### config.mk
export PLATFORM = sky130hd
export DESIGN_NAME = display_arbiter_flat
export DESIGN_NICKNAME = d
export VERILOG_FILES = /design/src/rtl/display_arbiter_if.sv /design/src/rtl/display_arbiter.sv /design/src/flat_wrapper.sv
export SDC_FILE = /design/constraint.sdc
export NUM_CORES = 1
export LEC_CHECK = 0
export CAP_MARGIN = 10
export CORE_ASPECT_RATIO = 1.25
export CORE_MARGIN = 1
export CORE_UTILIZATION = 35
export DETAILED_ROUTE_END_ITERATION = 8
export GPL_TIMING_DRIVEN = 0
export PLACE_DENSITY = 0.63
export SETUP_SLACK_MARGIN = 0.5
export SYNTH_ARGS = -nofsm -noshare
export SYNTH_HDL_FRONTEND = slang
export SYNTH_SLANG_ARGS = --single-unit
export TNS_END_PERCENT = 50
### constraint.sdc
create_clock -name clk -period 3.8 [get_ports clk]
set_input_delay 0.76 -clock clk [delete_from_list [all_inputs] [get_ports clk]]
set_output_delay 0.76 -clock clk [all_outputs]
set_load 0.05 [all_outputs]
### src/rtl/display_arbiter_if.sv
// Purpose: bundles the requester-side inputs and display-side outputs of
//          display_arbiter into one port.
// Signals:
//   req              3   per-requester level request, bit i = requester i
//   data0..data2     16  requester digits {d3,d2,d1,d0}, 4 bits each
//   gnt              3   one-hot grant, 3'b000 when idle or switching
//   digit3..digit0   4   digits to the scan controller (digit3 leftmost)
//   busy             1   high while a requester owns the display
// Modports: master = requester/bench side, slave = arbiter side.
interface display_arbiter_if;
    logic [2:0]  req;
    logic [15:0] data0;
    logic [15:0] data1;
    logic [15:0] data2;
    logic [2:0]  gnt;
    logic [3:0]  digit3;
    logic [3:0]  digit2;
    logic [3:0]  digit1;
    logic [3:0]  digit0;
    logic        busy;

    modport master (
        output req, data0, data1, data2,
        input  gnt, digit3, digit2, digit1, digit0, busy
    );

    modport slave (
        input  req, data0, data1, data2,
        output gnt, digit3, digit2, digit1, digit0, busy
    );
endinterface

### src/rtl/display_arbiter.sv
// Purpose: shares a 4-digit 7-segment display between three requesters.
//          Round-robin grant, minimum ownership time before preemption, and
//          one blank cycle at every ownership change. All outputs registered.
// Ports:
//   clk    in   system clock
//   rst_n  in   asynchronous active-low reset
//   bus    slave modport of display_arbiter_if (req/data in, gnt/digits/busy out)
module display_arbiter #(
    parameter int unsigned MIN_HOLD    = 1000,
    parameter int unsigned CNT_W       = 16,
    parameter logic [3:0]  BLANK_DIGIT = 4'hF
) (
    input  logic              clk,
    input  logic              rst_n,
    display_arbiter_if.slave  bus
);

    localparam int unsigned DIGITS_W = 16;
    localparam logic [CNT_W-1:0]    HOLD_MAX   = CNT_W'(MIN_HOLD);
    localparam logic [DIGITS_W-1:0] BLANK_WORD = {4{BLANK_DIGIT}};

    typedef enum logic [1:0] {
        ST_IDLE   = 2'd0,
        ST_OWN    = 2'd1,
        ST_SWITCH = 2'd2
    } state_t;

    state_t              r_state,    w_state_nxt;
    logic [CNT_W-1:0]    r_hold_cnt, w_hold_nxt;
    logic [1:0]          r_last,     w_last_nxt;
    logic [1:0]          r_owner,    w_owner_nxt;
    logic [2:0]          r_gnt,      w_gnt_nxt;
    logic [DIGITS_W-1:0] r_digits,   w_digits_nxt;
    logic                r_busy,     w_busy_nxt;

    logic [1:0]          w_pick;
    logic [DIGITS_W-1:0] w_owner_data;
    logic                w_owner_req;
    logic                w_other_req;

    // Round-robin winner: search last+1, last+2, last (mod 3).
    function automatic logic [1:0] rr_pick(input logic [1:0] last, input logic [2:0] req);
        logic [1:0] c0, c1, c2;
        case (last)
            2'd0:    begin c0 = 2'd1; c1 = 2'd2; c2 = 2'd0; end
            2'd1:    begin c0 = 2'd2; c1 = 2'd0; c2 = 2'd1; end
            default: begin c0 = 2'd0; c1 = 2'd1; c2 = 2'd2; end
        endcase
        if (req[c0])      rr_pick = c0;
        else if (req[c1]) rr_pick = c1;
        else              rr_pick = c2;
    endfunction

    assign w_pick = rr_pick(r_last, bus.req);

    // Owner's digit word, selected by the registered owner index.
    always_comb begin
        case (r_owner)
            2'd0:    w_owner_data = bus.data0;
            2'd1:    w_owner_data = bus.data1;
            default: w_owner_data = bus.data2;
        endcase
    end

    // r_gnt is one-hot of the owner while in OWN, so it masks the owner's bit.
    assign w_owner_req = |(bus.req & r_gnt);
    assign w_other_req = |(bus.req & ~r_gnt);

    // Next-state and registered-output logic.
    always_comb begin
        w_state_nxt  = r_state;
        w_hold_nxt   = r_hold_cnt;
        w_last_nxt   = r_last;
        w_owner_nxt  = r_owner;
        w_gnt_nxt    = r_gnt;
        w_digits_nxt = r_digits;
        w_busy_nxt   = r_busy;

        case (r_state)
            ST_OWN: begin
                // Dropping req wins over hold expiry when both happen together.
                if (!w_owner_req || ((r_hold_cnt == HOLD_MAX) && w_other_req)) begin
                    w_state_nxt  = ST_SWITCH;
                    w_last_nxt   = r_owner;
                    w_gnt_nxt    = 3'b000;
                    w_digits_nxt = BLANK_WORD;
                    w_busy_nxt   = 1'b0;
                end else begin
                    w_digits_nxt = w_owner_data;
                    if (r_hold_cnt != HOLD_MAX) begin
                        w_hold_nxt = r_hold_cnt + CNT_W'(1);
                    end
                end
            end
            default: begin
                // IDLE and SWITCH arbitrate identically; digits stay blank on entry to OWN.
                w_gnt_nxt    = 3'b000;
                w_digits_nxt = BLANK_WORD;
                w_busy_nxt   = 1'b0;
                w_state_nxt  = ST_IDLE;
                if (|bus.req) begin
                    w_state_nxt = ST_OWN;
                    w_owner_nxt = w_pick;
                    w_gnt_nxt   = 3'(3'b001 << w_pick);
                    w_hold_nxt  = '0;
                    w_busy_nxt  = 1'b1;
                end
            end
        endcase
    end

    // State and output registers.
    always_ff @(posedge clk or negedge rst_n) begin
        if (!rst_n) begin
            r_state    <= ST_IDLE;
            r_hold_cnt <= '0;
            r_last     <= 2'd2;
            r_owner    <= 2'd0;
            r_gnt      <= 3'b000;
            r_digits   <= BLANK_WORD;
            r_busy     <= 1'b0;
        end else begin
            r_state    <= w_state_nxt;
            r_hold_cnt <= w_hold_nxt;
            r_last     <= w_last_nxt;
            r_owner    <= w_owner_nxt;
            r_gnt      <= w_gnt_nxt;
            r_digits   <= w_digits_nxt;
            r_busy     <= w_busy_nxt;
        end
    end

    assign bus.gnt    = r_gnt;
    assign bus.digit3 = r_digits[15:12];
    assign bus.digit2 = r_digits[11:8];
    assign bus.digit1 = r_digits[7:4];
    assign bus.digit0 = r_digits[3:0];
    assign bus.busy   = r_busy;

endmodule

### src/flat_wrapper.sv
// flat-port wrapper written by rule: the top's interface ports become plain ports
module display_arbiter_flat 
#(
    parameter int unsigned MIN_HOLD    = 1000,
    parameter int unsigned CNT_W       = 16,
    parameter logic [3:0]  BLANK_DIGIT = 4'hF
)
  (clk, rst_n, bus_req, bus_data0, bus_data1, bus_data2, bus_gnt, bus_digit3, bus_digit2, bus_digit1, bus_digit0, bus_busy);
  display_arbiter_if bus_i ();
  input  logic clk;
  input  logic rst_n;
  input wire logic [$bits(bus_i.req)-1:0] bus_req;
  input wire logic [$bits(bus_i.data0)-1:0] bus_data0;
  input wire logic [$bits(bus_i.data1)-1:0] bus_data1;
  input wire logic [$bits(bus_i.data2)-1:0] bus_data2;
  output wire logic [$bits(bus_i.gnt)-1:0] bus_gnt;
  output wire logic [$bits(bus_i.digit3)-1:0] bus_digit3;
  output wire logic [$bits(bus_i.digit2)-1:0] bus_digit2;
  output wire logic [$bits(bus_i.digit1)-1:0] bus_digit1;
  output wire logic [$bits(bus_i.digit0)-1:0] bus_digit0;
  output wire logic [$bits(bus_i.busy)-1:0] bus_busy;
  assign bus_i.req = bus_req;
  assign bus_i.data0 = bus_data0;
  assign bus_i.data1 = bus_data1;
  assign bus_i.data2 = bus_data2;
  assign bus_gnt = bus_i.gnt;
  assign bus_digit3 = bus_i.digit3;
  assign bus_digit2 = bus_i.digit2;
  assign bus_digit1 = bus_i.digit1;
  assign bus_digit0 = bus_i.digit0;
  assign bus_busy = bus_i.busy;
  display_arbiter #(.MIN_HOLD(MIN_HOLD), .CNT_W(CNT_W), .BLANK_DIGIT(BLANK_DIGIT)) u_core (.clk(clk), .rst_n(rst_n), .bus(bus_i));
endmodule
**Word-level counts from Yosys, hierarchy flattened**

Cells that the tools add are included.

- Bitwise logic cells: 4
- $lt $le $gt $ge: 2
- Multiplexer cells: 25
- Shift operators: 1
- Reductions and logical operators: 12
- $add $sub $neg: 1
- Equal/unequal tests: 8

Operators with widths:

| operator | number |
|---|---|
| 2-to-1 mux 16 bit | 6 |
| case mux 16 bit (2 select lines) | 1 |
| adder 16 x 1 -> 16 bit, second input constant | 1 |
| == test 16 x 10 -> 1 bit, second input constant | 1 |
| != test 16 x 10 -> 1 bit, second input constant | 1 |
| case mux 2 bit (2 select lines) | 3 |
| 2-to-1 mux 3 bit | 3 |
| OR reduction 3 bit | 3 |
| 2-to-1 mux 2 bit | 4 |
| bitwise AND 3 bit | 2 |
| == test 2 x 1 -> 1 bit, second input constant | 3 |
| less-than comparator 2 x 3 -> 1 bit, second input constant | 2 |
| 2-to-1 mux 1 bit | 6 |
| binary-select mux 1 bit (select 2 bit) | 2 |
| logical NOT 2 bit | 2 |
| != test 2 x 1 -> 1 bit, second input constant | 2 |
| AND reduction 2 bit | 2 |
| inverter 3 bit | 1 |
| AND reduction 3 bit | 1 |
| left shift 1 x 2 -> 3 bit, first input constant | 1 |
| != test 2 bit, second input constant | 1 |
| nonzero test 2 bit | 1 |
| logical AND 1 bit | 1 |
| logical NOT 1 bit | 1 |
| other kinds (2) | 2 |

- Word-level logic and storage cells: 60
- Register bits after elaboration: 42

**Depth between registers and ports, before layout**

- Word-level depth: 9
- Gate-level depth with buffers: 8

**Least setup slack after synthesis**

Ideal clock, no wire load.

- Path type: input-to-reg
- From: in bus_req[0]
- To: reg u_core.r_hold_cnt[5]
- Arrival: 1720 ps
- Path slack: 1941 ps
- Path buffers: 1
- Data required time: 3660 ps
- Cell stages on the path: 6
- Cells stage by stage: a22oi_2 > a21oi_1 > buf_4 > nand2_4 > o311ai_0 > o41ai_1

- Cells in the longest elaborated chain, start to end: 6
- Elaborated cells between the ends (all ways): 11
- Those cells by class: eq/ne: 1; bitwise: 2; reduce/logical: 8

RTL lines:

| item | RTL line | text |
|---|---|---|
| start, declared | flat_wrapper.sv:12 | `input wire logic [$bits(bus_i.req)-1:0] bus_req;` |
| bitwise AND 3 bit, on equally long branches | display_arbiter.sv:66, display_arbiter.sv:67 |  |
| OR reduction 3 bit, on equally long branches | display_arbiter.sv:66, display_arbiter.sv:67 |  |
| logical NOT 1 bit / logical AND 1 bit (equally long branches) | display_arbiter.sv:82 | `if (!w_owner_req \|\| ((r_hold_cnt == HOLD_MAX) && w_other_req)) begin` |
| logical OR 1 bit | display_arbiter.sv:82 |  |
| != test 2 bit (no source line) | n/a |  |
| AND reduction 3 bit (no source line) (*) | n/a |  |
| end signal, assigned | display_arbiter.sv:124 | `r_hold_cnt <= w_hold_nxt;` |
| end, declared | display_arbiter.sv:29 | `logic [CNT_W-1:0] r_hold_cnt, w_hold_nxt;` |

Every way passes the cells marked *; elsewhere a longest branch is shown, timed or not.
A chain may end at the register's enable or synchronous reset.

**Worst setup path after layout**

- From: reg u_core.r_digits[12]
- To: out bus_digit3[0]

RTL lines:

| item | RTL line | text |
|---|---|---|
| start, declared | display_arbiter.sv:33 | `logic [DIGITS_W-1:0] r_digits, w_digits_nxt;` |
| start signal, assigned | display_arbiter.sv:128 | `r_digits <= w_digits_nxt;` |
| end, declared | flat_wrapper.sv:17 | `output wire logic [$bits(bus_i.digit3)-1:0] bus_digit3;` |

No word-level cell between the ends.

==> flow_summary.yaml <==
clocking:
  cts_resized: 0
  cts_max_level: 2
  cts_sinks: 41
  root_buffer: "clkbuf_8"
  cts_tree: "built"
  clk_path_buf_depth: 2
  holdBufCountCts: 0
  cts-buffers-inserted: 5
  post_cts_buffers: 0
  path_clk_slew_ns: 0.08
  clk_latency_ns: 0.29
sta:
  relSlewSlack_pct: 65.0
  rsz0062_at_grt: "false"
  fin_crit_sh_pct: 62.6
  setup_viol: 0
  max_freq_mhz: 420
  tightest_slew_ns: 0.524
  clock_skew_ns: 0.00729
  hold_ws_ns: 0.511
  hold_viol: 0
  slew_viol_final: 0
  min_period_ns: 2.38
  setup_tns_ns: 0
layout:
  fillCellCount: 589
  n_antenna_cell: 0
  area_growth_pct: 41.7
  drive_above_1_share_pct: 21.5
  stdcell_area_um2: 3170
  fin_nets: 342
route:
  vias_per_cell: 4.84
  post_drt_wl_per_cell_um: 13.3
  wl_mm: 4.95
  drtIter0Drc: 55
  firstDrtPassIters: 4
  vias: 1806
  ant_nets: 0
  drc: 0
die:
  die_area_um2: 6710
  core_um2: 6170
  initial_core_util_pct: 36.2
  ioPinCount: 73
  fp.dieW_um: 73.5
  rows: 32
  die_y_um: 91.3
global_routing:
  antenna_found_initial: 0
  grt_pass1_wl_mm: 8.63
  grt_overflow: 0
  grt_usage_pct: 16.8
  grt_pass1_vias: 1889
  grt_max_degree: 27
yosys:
  synth_cells: 207
  yosys-top-cells-area: "dfrtp_1 (27%), dfstp_2 (20%), mux2_2 (8.1%)"
  yosysSeqAreaShare_pct: 46.9
  synth_cell_types: 46
  ys_ff_latch: 41
  postSynthAreaPerCell_um2: 10.8
  synth-main-ff-cell: "dfrtp_1"
  synth_fp_nets: 262
  syn-cell-area_um2: 2230
  netlist.area_leader.share_pct: 26.9
  ys_async_sr_fraction_pct: 100
  synth-edff-count: 0
  yosysMostFrequentCell: "nand2_1"
  yosysWarnings: 0
  yosys.area.top_type: "dfrtp_1"
  synth_commonest_cells: "nand2_1 (28), dfrtp_1 (24), dfstp_2 (17)"
outcome:
  status: "complete, no violations"
setup_path:
  crit_fanout: 1
  crit_path_end_kind: "output port"
  slowest_delay_ns: 0.81
  critical_path.top_delay_family: "buffers and inverters"
  cp_slowest_cell: "clkdlybuf4s50_1"
  critical_path_class: "reg2out"
  arrival_ns: 1.62
  crit_path_start_kind: "flip-flop"
  path_cells: "clkdlybuf4s50_1"
  worst-path-buf-inv: 1
  worstPathRequired_ns: 3.04
place:
  globalplace.congestion: 0.757
  io_buffers: 72
  dp_hpwl_mm: 3.87
  place_area_um2: 3080
pwr:
  power.density_nw_per_um2: 584
  max-vdd-ir-drop_mv: 0.290
  total_power_mw: 1.85
  p_leak_nw: 1.32
hold_path:
  hold_path.class: "reg2reg"
run:
  drv_cap: 0
[routing by layer]
layer  GRT usage, %  vias up  part of all wire (%)
met5              0        -                     0
met4           4.49        0                   1.2
met3           6.88        6                   8.4
met2           28.8       51                    52
met1           18.7      858                    38
li1               -      891                     -
[path summary, 6_finish.rpt]
| path | startpoint | to | slack [ns] | depth (start not counted) |
|---|---|---|---|---|
| max in group asynchronous | rst_n | u_core.r_last[1] | 2.88 | 2 |
| min in group asynchronous | rst_n | u_core.r_digits[3] | 0.65 | 1 |
| hold reg to reg | u_core.r_hold_cnt[15] | u_core.r_hold_cnt[15] | 0.51 | 1 |
| hold / removal | u_core.r_hold_cnt[15] | u_core.r_hold_cnt[15] | 0.51 | 1 |
| setup reg to reg | u_core.r_hold_cnt[0] | u_core.r_hold_cnt[5] | 1.90 | 8 |
| setup / recovery | u_core.r_digits[12] | bus_digit3[0] | 1.42 | 1 |
[flip-flops by register name, indices dropped and copies added (netlist names)]
name               flops
u_core.r_owner         2
u_core.r_state         2
u_core.r_last          2
u_core.bus.gnt         3
u_core.r_digits       16
u_core.r_hold_cnt     16
[power breakdown]
group / leakage (nW) / total (mW) / internal [mW] / switching [mW]
Sequential: 0.502 / 0.607 / 0.556 / 0.0513
Clock: 0.0455 / 0.293 / 0.148 / 0.145
Combinational: 0.768 / 0.948 / 0.409 / 0.539
Total: 1.32 / 1.85 / 1.11 / 0.735
[per-stage QoR]
| step | std cells | setup WS, ns | utilization, % |
|---|---|---|---|
| floorplan | 207 | 1.94 | - |
| global placement | 364 | 0.853 | 49.7 |
| detailed placement | 365 | 1.20 | 49.9 |
| CTS | 373 | 1.40 | 51.4 |
| global route | 373 | 1.30 | 51.4 |
| finish | 373 | 1.42 | 51.4 |
[cells by family (layout without fill, tap and decap cells)]
| kind of cell | count (synthesis) | in the layout | share of synthesized area, % |
|---|---|---|---|
| AND/OR/NAND/NOR | 76 | 76 | 18.0 |
| flip-flops | 41 | 41 | 46.9 |
| adder cells (fa/ha/maj) | 2 | 2 | 1.12 |
| XOR/XNOR | 9 | 9 | 3.53 |
| AO/OA/AOI/OAI | 25 | 25 | 7.95 |
| multiplexers | 34 | 34 | 16.6 |
| buffers and inverters | 20 | 101 | 5.99 |
[final cells by class]
type / count / area, um2 / share of cell area [%]
inverters: 9 / 33.8 / 1.07
repair buffers: 73 / 736 / 23.2
multi-input cells: 146 / 1050 / 33.3
clock buffers: 8 / 90.1 / 2.84
plain buffers: 11 / 100 / 3.16
flip-flops and latches: 41 / 1050 / 33.1
well taps: 85 / 106 / 3.36
[worst reg2reg max path, delay by kind of cell (launching register included)]
family	cells	cell delay (ns)
AO/OA/AOI/OAI	2	0.47
flip-flops	1	0.43
AND/OR/NAND/NOR	3	0.42
buffers and inverters	2	0.26
adder cells (fa/ha/maj)	1	0.20
[layout by cell type (no fill, tap or decap), types with 8 or more instances in the layout]
cell type	count
clkdlybuf4s50_1	71
mux2i_1	16
mux2_2	16
nand2_1	28
clkbuf_8	8
dfrtp_1	24
inv_1	9
nor2_1	14
dfstp_2	17
nand4_1	8
nand3_1	8
Power figures use the tool's default switching activity.
